===== config.mk =====
export PLATFORM = sky130hd
export DESIGN_NAME = video_timer_ctrl
export DESIGN_NICKNAME = d
export VERILOG_FILES = /design/src/rtl/video_timer_pkg.sv /design/src/rtl/video_mode_rom.sv /design/src/rtl/video_timer_ctrl.sv
export SDC_FILE = /design/constraint.sdc
export NUM_CORES = 1
export LEC_CHECK = 0
export CORE_ASPECT_RATIO = 0.5
export CORE_UTILIZATION = 36
export CTS_CLUSTER_SIZE = 16
export DETAILED_ROUTE_END_ITERATION = 10
export HOLD_SLACK_MARGIN = 0.15
export PLACE_DENSITY = 0.81
export SLEW_MARGIN = 20
export SYNTH_ARGS = -nofsm -noshare
export SYNTH_HDL_FRONTEND = slang
export SYNTH_SLANG_ARGS = --single-unit
export TNS_END_PERCENT = 100

===== constraint.sdc =====
create_clock -name clk -period 2.9 [get_ports clk]
set_clock_uncertainty 0.15 [all_clocks]
set_input_delay 0.29 -clock clk [delete_from_list [all_inputs] [get_ports clk]]
set_output_delay 0.29 -clock clk [all_outputs]
set_load 0.03 [all_outputs]

===== src/rtl/video_timer_pkg.sv =====
// Shared mode encodings, controller states and the per-mode timing table for video_timer_ctrl.
package video_timer_pkg;

   typedef enum logic [1:0] {
      MODE_NTSC = 2'd0,
      MODE_PAL  = 2'd1,
      MODE_VGA  = 2'd2,
      MODE_RSVD = 2'd3
   } video_mode_e;

   typedef enum logic [1:0] {
      ST_IDLE = 2'd0,
      ST_HOLD = 2'd1,
      ST_RUN  = 2'd2,
      ST_PEND = 2'd3
   } ctrl_state_e;

   typedef struct packed {
      logic [11:0] ticks_per_line;
      logic [11:0] hs_pix_start;
      logic [11:0] hs_pix_stop;
      logic [11:0] vs_pix_start;
      logic [11:0] vs_pix_stop;
      logic [9:0]  lines_per_frame;
      logic [9:0]  vs_line_start;
      logic [9:0]  vs_line_stop;
      logic [9:0]  starting_line;
      logic        active_high_syncs;
   } mode_timing_t;

   // Counter terminal values are inclusive (count 0..N), hence the odd-looking totals.
   localparam mode_timing_t TIMING_NTSC = '{
      12'd1715, 12'd32, 12'd158, 12'd32, 12'd890,
      10'd524, 10'd6, 10'd12, 10'd4, 1'b0};
   localparam mode_timing_t TIMING_PAL = '{
      12'd1727, 12'd24, 12'd150, 12'd24, 12'd888,
      10'd624, 10'd0, 10'd5, 10'd0, 1'b0};
   localparam mode_timing_t TIMING_VGA = '{
      12'd799, 12'd656, 12'd752, 12'd0, 12'd0,
      10'd524, 10'd490, 10'd492, 10'd0, 1'b0};

endpackage


===== src/rtl/video_mode_rom.sv =====
// Combinational mode-to-timing lookup; the reserved code falls back to NTSC.
module video_mode_rom
   import video_timer_pkg::*;
(
   input  logic [1:0]   mode_i,
   output mode_timing_t timing_o
);

   always_comb begin
      timing_o = TIMING_NTSC;
      case (mode_i)
         MODE_PAL: timing_o = TIMING_PAL;
         MODE_VGA: timing_o = TIMING_VGA;
         default:  timing_o = TIMING_NTSC;
      endcase
   end

endmodule


===== src/rtl/video_timer_ctrl.sv =====
// Mode/settle controller for the video timer. Optional frame counter is enabled by
// defining VIDEO_TIMER_CTRL_FRAME_COUNT_EN.
module video_timer_ctrl
   import video_timer_pkg::*;
#(
   parameter int SETTLE_CYCLES = 4
) (
   input  logic        clk,
   input  logic        reset_b,
   input  logic        enable,
   input  logic        mode_req_valid,
   input  logic [1:0]  mode_req,
   output logic        mode_req_ready,
   input  logic [11:0] pix_counter,
   input  logic [9:0]  line_counter,
   output logic [11:0] ticks_per_line,
   output logic [11:0] hs_pix_start,
   output logic [11:0] hs_pix_stop,
   output logic [11:0] vs_pix_start,
   output logic [11:0] vs_pix_stop,
   output logic [9:0]  lines_per_frame,
   output logic [9:0]  vs_line_start,
   output logic [9:0]  vs_line_stop,
   output logic [9:0]  starting_line,
   output logic        active_high_syncs,
   output logic        reset_timer,
   output logic [1:0]  mode_active,
`ifdef VIDEO_TIMER_CTRL_FRAME_COUNT_EN
   output logic [15:0] frame_count,
`endif
   output logic        running,
   output logic        frame_start,
   output logic        mode_err
);

   localparam logic [3:0] SETTLE_LAST = 4'(SETTLE_CYCLES - 1);

   ctrl_state_e  state_q, state_d;
   video_mode_e  pend_q, pend_d;
   video_mode_e  mode_active_q;
   video_mode_e  load_mode;
   logic [3:0]   cnt_q, cnt_d;
   mode_timing_t cfg_q;
   mode_timing_t rom_timing;
   logic         ready_q, reset_timer_q, running_q, frame_start_q, mode_err_q;
   logic         accept, bad_req, good_req, eof, fs_hit, load;

   video_mode_rom u_rom (
      .mode_i   (load_mode),
      .timing_o (rom_timing)
   );

   always_comb begin
      accept   = mode_req_valid && ready_q;
      bad_req  = accept && (mode_req == MODE_RSVD);
      good_req = accept && (mode_req != MODE_RSVD);
      eof      = (pix_counter == cfg_q.ticks_per_line) &&
                 (line_counter == cfg_q.lines_per_frame);
      fs_hit   = ((state_q == ST_RUN) || (state_q == ST_PEND)) &&
                 (pix_counter == 12'd0) && (line_counter == 10'd0);

      state_d   = state_q;
      pend_d    = pend_q;
      cnt_d     = cnt_q;
      load      = 1'b0;
      load_mode = pend_q;

      case (state_q)
         ST_IDLE: begin
            if (good_req) begin
               load      = 1'b1;
               load_mode = video_mode_e'(mode_req);
            end
            if (enable) state_d = ST_HOLD;
            cnt_d = 4'd0;
         end
         ST_HOLD: begin
            if (cnt_q == SETTLE_LAST) begin
               state_d = ST_RUN;
               cnt_d   = 4'd0;
            end else begin
               cnt_d = cnt_q + 4'd1;
            end
         end
         ST_RUN: begin
            if (good_req) begin
               pend_d  = video_mode_e'(mode_req);
               state_d = ST_PEND;
            end
         end
         ST_PEND: begin
            if (eof) begin
               load    = 1'b1;
               state_d = ST_HOLD;
               pend_d  = MODE_NTSC;
            end
         end
         default: state_d = ST_IDLE;
      endcase

      // Parking overrides everything except an IDLE-time mode load.
      if (!enable) begin
         state_d = ST_IDLE;
         pend_d  = MODE_NTSC;
         cnt_d   = 4'd0;
         if (state_q != ST_IDLE) load = 1'b0;
      end
   end

   always_ff @(posedge clk or negedge reset_b) begin
      if (!reset_b) begin
         state_q       <= ST_IDLE;
         pend_q        <= MODE_NTSC;
         cnt_q         <= 4'd0;
         mode_active_q <= MODE_NTSC;
         cfg_q         <= TIMING_NTSC;
         ready_q       <= 1'b1;
         reset_timer_q <= 1'b1;
         running_q     <= 1'b0;
         frame_start_q <= 1'b0;
         mode_err_q    <= 1'b0;
      end else begin
         state_q       <= state_d;
         pend_q        <= pend_d;
         cnt_q         <= cnt_d;
         ready_q       <= (state_d == ST_IDLE) || (state_d == ST_RUN);
         reset_timer_q <= (state_d == ST_IDLE) || (state_d == ST_HOLD);
         running_q     <= (state_d == ST_RUN) || (state_d == ST_PEND);
         frame_start_q <= fs_hit;
         mode_err_q    <= bad_req;
         if (load) begin
            cfg_q         <= rom_timing;
            mode_active_q <= load_mode;
         end
      end
   end

`ifdef VIDEO_TIMER_CTRL_FRAME_COUNT_EN
   logic [15:0] frame_count_q;

   always_ff @(posedge clk or negedge reset_b) begin
      if (!reset_b) begin
         frame_count_q <= 16'd0;
      end else if (load) begin
         frame_count_q <= 16'd0;
      end else if (fs_hit) begin
         frame_count_q <= frame_count_q + 16'd1;
      end
   end

   assign frame_count = frame_count_q;
`endif

   assign mode_req_ready    = ready_q;
   assign reset_timer       = reset_timer_q;
   assign running           = running_q;
   assign frame_start       = frame_start_q;
   assign mode_err          = mode_err_q;
   assign mode_active       = mode_active_q;
   assign ticks_per_line    = cfg_q.ticks_per_line;
   assign hs_pix_start      = cfg_q.hs_pix_start;
   assign hs_pix_stop       = cfg_q.hs_pix_stop;
   assign vs_pix_start      = cfg_q.vs_pix_start;
   assign vs_pix_stop       = cfg_q.vs_pix_stop;
   assign lines_per_frame   = cfg_q.lines_per_frame;
   assign vs_line_start     = cfg_q.vs_line_start;
   assign vs_line_stop      = cfg_q.vs_line_stop;
   assign starting_line     = cfg_q.starting_line;
   assign active_high_syncs = cfg_q.active_high_syncs;

endmodule


# == Yosys cells after proc, flatten, opt, wreduce, memory -nomap -nowiden ==
# Cells that the tools add are included.
# word_totals
register_bits,116
# classes
n_addsub,1
n_eq_ne,16
muxes,19
reduce_logical,16
# ops
op,count
$pmux W100 S2,1
$mux W2,8
$eq A12 B12 Y1,1
$eq A2 B2 Y1 const B,6
$logic_not A12 Y1,1
$eq A10 B10 Y1,1
$logic_not A10 Y1,1
$mux W4,2
$pmux W2 S4,1
$pmux W4 S2,1
$eq A2 B1 Y1 const B,3
$logic_and A1 B1 Y1,6
$ne A3 B1 Y1 const B,2
$add A4 B1 Y4 const B,1
$eq A4 B2 Y1 const B,1
$logic_not A2 Y1,2
$logic_or A1 B1 Y1,4
$mux W1,4
$pmux W2 S2,1
$ne A3 B3 Y1 const B,1
$ne A2 B2 Y1 const B,1
$pmux W1 S2,1
$reduce_and A2 Y1,1
$reduce_bool A2 Y1,1

# == Longest topological paths before layout ==
# depth
ltp_word,7
mapped_depth,7
depth_no_buf,7

# == Modules after synthesis ==
# From an unflattened synthesis, not the netlist that was laid out.
# hier_totals
hier_cells,434
area_unflattened_um2,5925.7
# by_module_without_submodules
mod,n_inst,cells_per_inst,area_per_inst_um2
video_timer_ctrl,1,328,5136.2
video_mode_rom,1,106,789.5

# == Least setup slack after synthesis ==
# Ideal clock, no wire load.
# synth_path
kind,register to register
from,"register, netlist name hs_pix_start[3]"
to,register cfg_q (netlist bit hs_pix_start[3])
setup_time_ps,125
arrival_ps,1917
required_time_ps,2625
path_slack_ps,708
stages_incl_launch_ff,7
n_path_buf,1
period_less_slack_ps,2192
cell_sequence,dfrtp_1 -> or3_1 -> a22oi_2 -> nand4_2 -> o22a_1 -> buf_6 -> mux2_4
# synth_lines
item,line_no,rtl
to (signal assigned),video_timer_ctrl.sv:132,cfg_q <= rom_timing;
to (decl),video_timer_ctrl.sv:43,mode_timing_t cfg_q;

# == Final worst setup path ==
# layout_path
from,input pix_counter[5]
to,register cfg_q (netlist bit hs_pix_start[3])
# layout_via
elab_chain_len,6
# layout_lines
item,line_no,rtl
from (decl),video_timer_ctrl.sv:14,"input logic [11:0] pix_counter,"
$eq A12 B12 Y1 (*),video_timer_ctrl.sv:57,eof = (pix_counter == cfg_q.ticks_per_line) &&
$logic_and A1 B1 Y1 (*),video_timer_ctrl.sv:57,
$mux W1 (*),video_timer_ctrl.sv:92,if (eof) begin
$pmux W1 S2 (*),video_timer_ctrl.sv:68,case (state_q)
$mux W1,video_timer_ctrl.sv:106,if (state_q != ST_IDLE) load = 1'b0;
$mux W1 (*),video_timer_ctrl.sv:102,if (!enable) begin
# Mark *: on every way between the ends. The rest lies on a longest branch, timed or not.
# A chain may end at the register's enable or synchronous reset.

==> results.tsv <==
stage	metric	value	unit
status	status	finished, final reports clean	
floorplan	core area	5160	um^2
timing	minimum clock period	2.34	ns
critical_path	CP top delay family	simple AND/OR/NAND/NOR gates	
synth	top_reg_cell synth	dfrtp_1	
critical_path	startpoint class of the critical path	input pin	
power_and_ir_drop	leakage power	1.14	nW
power_and_ir_drop	Comb power frac	65.0	%
critical_path	WP depth	6	
global_routing	overflow left after global routing	0	
floorplan	Starting Density	39.2	%
critical_path	max incr delay on CP	0.54	ns
timing	Hold Fails Final Rpt	0	
timing	setup ws final	0.561	ns
synth	sequential area share after synthesis	26.3	%
clock_tree	setup bufs post-CTS	0	
final_layout	ratio of cells with drive above 1 in the final layout	7.69	%
detailed_routing	vias per std cell	4.38	
clock_tree	clk sinks	21	
global_routing	vias in the first global route	1204	
floorplan	Die X	108	um
timing	Final setup viols	0	
clock_tree	deepest clock path buffer count	2	
clock_tree	TritonCTS Buffers	3	
critical_path	Slowest-stage cell, CP	or4_4	
worst_hold_path	Hold WC Path Type	reg -> reg	
power_and_ir_drop	Seq pwr share	24.4	%
clock_tree	CTS root buf	clkbuf_8	
place	routability cong.	0.770	
synth	area leader, netlist	buf_4	
synth	simple-gate share of the synthesized area	13.0	%
power_and_ir_drop	Switching Fraction	49.1	%
timing	slew of the pin with the lowest slew margin	0.937	ns
critical_path	FF-to-FF path depth	5	
power_and_ir_drop	Power Density	739	nW/um^2
critical_path	critical path class	in -> reg	
synth	post-synthesis mux area share	6.31	%
critical_path	WP data arrival	2.34	ns
synth	Yosys top cell area share	35.3	%
synth	synthesized flop and latch total	21	
synth	Synth async-reset ratio	100	%
floorplan	Cell Rows	18	
synth	Synth Cell Area	2020	um^2
critical_path	CP cell instances	clkdlybuf4s50_1 > or4_4 > a21boi_2 > nand4_2 > o22a_1 > mux2_4	
synth	post-synthesis adder-cell area fraction	5.57	%
detailed_routing	post-route ant nets	0	
timing	Fin Setup TNS	0	ns
clock_tree	worst-skew pair later-pin latency	0.26	ns
critical_path	number of buffers and inverters on the critical path	1	
global_routing	Total GRT Usage	12.1	%
timing	final slew viol count	0	
detailed_routing	WL per Instance	11.1	um
final_layout	Layout Nets	298	
synth	top cells by area, synth	buf_4 35%, dfrtp_1 20%, dfstp_2 6.5%, ha_1 5.6%, mux2_4 3.7%	
clock_tree	Resize count post-CTS	0	
synth	Netlist cell types	45	
final_layout	P&R area growth vs syn	19.8	%
detailed_routing	final WL	3670	um
synth	cells after synthesis	221	
final_layout	area of the multi-input gates	927	um^2
timing	Tcrit/Tclk final	80.7	%
power_and_ir_drop	Clk network pwr share	10.6	%
synth	Post-synth EDFFs	0	
clock_tree	CTS tree	yes	
synth	Synth Area in Compound Gates	9.47	%
synth	synthesized area per cell	9.15	um^2
detailed_routing	Initial DRC Count	72	
critical_path	largest fanout on the critical path	8	
timing	RSZ-0062 raised after global routing	false	
synth	commonest cells in the netlist	95 x buf_4, 16 x dfrtp_1, 9 x ha_1, 9 x nand3_1, 8 x inv_1	
global_routing	largest net degree at the start of global routing	22	
critical_path	Reg2Reg Setup Slack	0.58	ns
clock_tree	Hold-fix buffers, CTS	0	
critical_path	Crit. End Element	flop	
worst_hold_path	WHS Path Cells	1	
timing	Slew HR	37.4	%
final_layout	# diodes	0	
detailed_routing	DR vias	1445	
detailed_routing	TritonRoute pass-1 iters	4	
power_and_ir_drop	Pint	0.911	mW
timing	maximum clock frequency	0.427	GHz
place	hpwl dp	3030	um
synth	top-count cell post-synth	buf_4	
synth	post-synthesis xor/xnor area fraction	1.30	%
place	Port Buffer Count	80	
global_routing	initial antenna violation count	0	
power_and_ir_drop	sw power	0.878	mW
clock_tree	htree depth	1	
place	pre-CTS WS	0.306	ns
detailed_routing	Residual DRC	0	
critical_path	critical path data required time	2.90	ns
floorplan	Ports	136	
final_layout	Filler cells	480	
synth	Yosys warnings	0	
floorplan	die height	55.0	um
power_and_ir_drop	worst vdd ir	0.457	mV
clock_tree	Reg clk slew, reported paths	0.07	ns
final_layout	sequential cell area	532	um^2
global_routing	global-route wire length before repair	5410	um
synth	largest family of logic cells by synthesized area	buffers and inverters	
run	max-cap violation count	0	
floorplan	Die Area	5940	um^2
## worst reg2reg max path: cells and delay by family, from the launching register on
kind / cells / cell delay, ns
flip-flops: 1 / 0.44
AND/OR/NAND/NOR: 2 / 0.72
AO/OA/AOI/OAI: 2 / 0.54
multiplexers: 1 / 0.36
## placed cells by master (no fill, tap or decap), drive strengths merged, types with 2 or more instances in the layout
cell | netlist | final
a22oi | 4 | 4
a31oi | 2 | 2
and3 | 2 | 2
clkbuf | 2 | 4
clkdlybuf4s50 | 0 | 80
conb | 2 | 55
dfrtp | 16 | 16
dfstp | 5 | 5
ha | 9 | 9
inv | 8 | 8
mux2 | 7 | 7
mux2i | 3 | 3
nand2 | 7 | 7
nand3 | 9 | 9
nand4 | 4 | 4
nor2 | 7 | 7
nor2b | 5 | 5
nor3 | 4 | 4
nor4 | 3 | 3
o21ai | 4 | 4
o311a | 2 | 2
or3 | 2 | 2
xor2 | 2 | 2
## stage by stage
stage	hold WS, ns	util, %	area (um^2)	cells	total power [mW]
finish	0.370	47.0	2420	330	1.79
global route	0.389	47.0	2420	330	1.88
CTS	0.376	47.0	2420	330	1.81
detailed placement	0.359	46.1	2380	326	1.62
global placement	0.325	46.1	2380	326	1.60
floorplan	-0.156	-	2220	274	1.41
## path summary, 6_finish.rpt
check                                   to            from
setup / recovery           hs_pix_start[3]  pix_counter[5]
hold / removal                   pend_q[0]       pend_q[0]
setup reg to reg           hs_pix_start[3]  hs_pix_stop[2]
hold reg to reg                  pend_q[0]       pend_q[0]
max in group asynchronous   mode_active[0]         reset_b
min in group asynchronous          running         reset_b
## flip-flops by register name, summed over array words and instances, names as in the netlist, 2 cells and up
| register | flops |
|---|---|
| mode_active | 2 |
| pend_q | 2 |
| hs_pix_start | 4 |
| state_q | 2 |
| cnt_q | 4 |
## routing by layer
metal  GRT usage [%]  wire (um)  vias to the layer above
li1                -          -                      676
met1            12.0       1400                      677
met2            25.8       1960                       88
met3            2.93        270                        4
met4            4.11         31                        0
met5               0          0                        -
## kinds of logic after synthesis
| family | after synthesis |
|---|---|
| buf+inv | 106 |
| simple gates | 46 |
| compound gates | 24 |
| flops | 21 |
| mux | 10 |
| fa+ha+maj | 9 |
| xor+xnor | 3 |
| other cells | 2 |
## final cells by class
class                      instances  share of cell area (%)
multi-input combinational        147                    38.3
timing repair buffer              80                    33.1
sequential                        21                    22.0
tap                               70                    3.62
clock buffer                       4                    1.86
inverter                           8                    1.24
## power by group through the flow
stage          clock, mW  sequential (mW)  combinational, mW
2_1_floorplan          0            0.507              0.906
3_3_place_gp           0            0.441               1.16
3_5_place_dp           0            0.448               1.17
4_1_cts            0.196            0.442               1.17
5_1_grt            0.209            0.454               1.22
6_report           0.189            0.437               1.16
No activity file was read; power rests on OpenSTA's default activity.
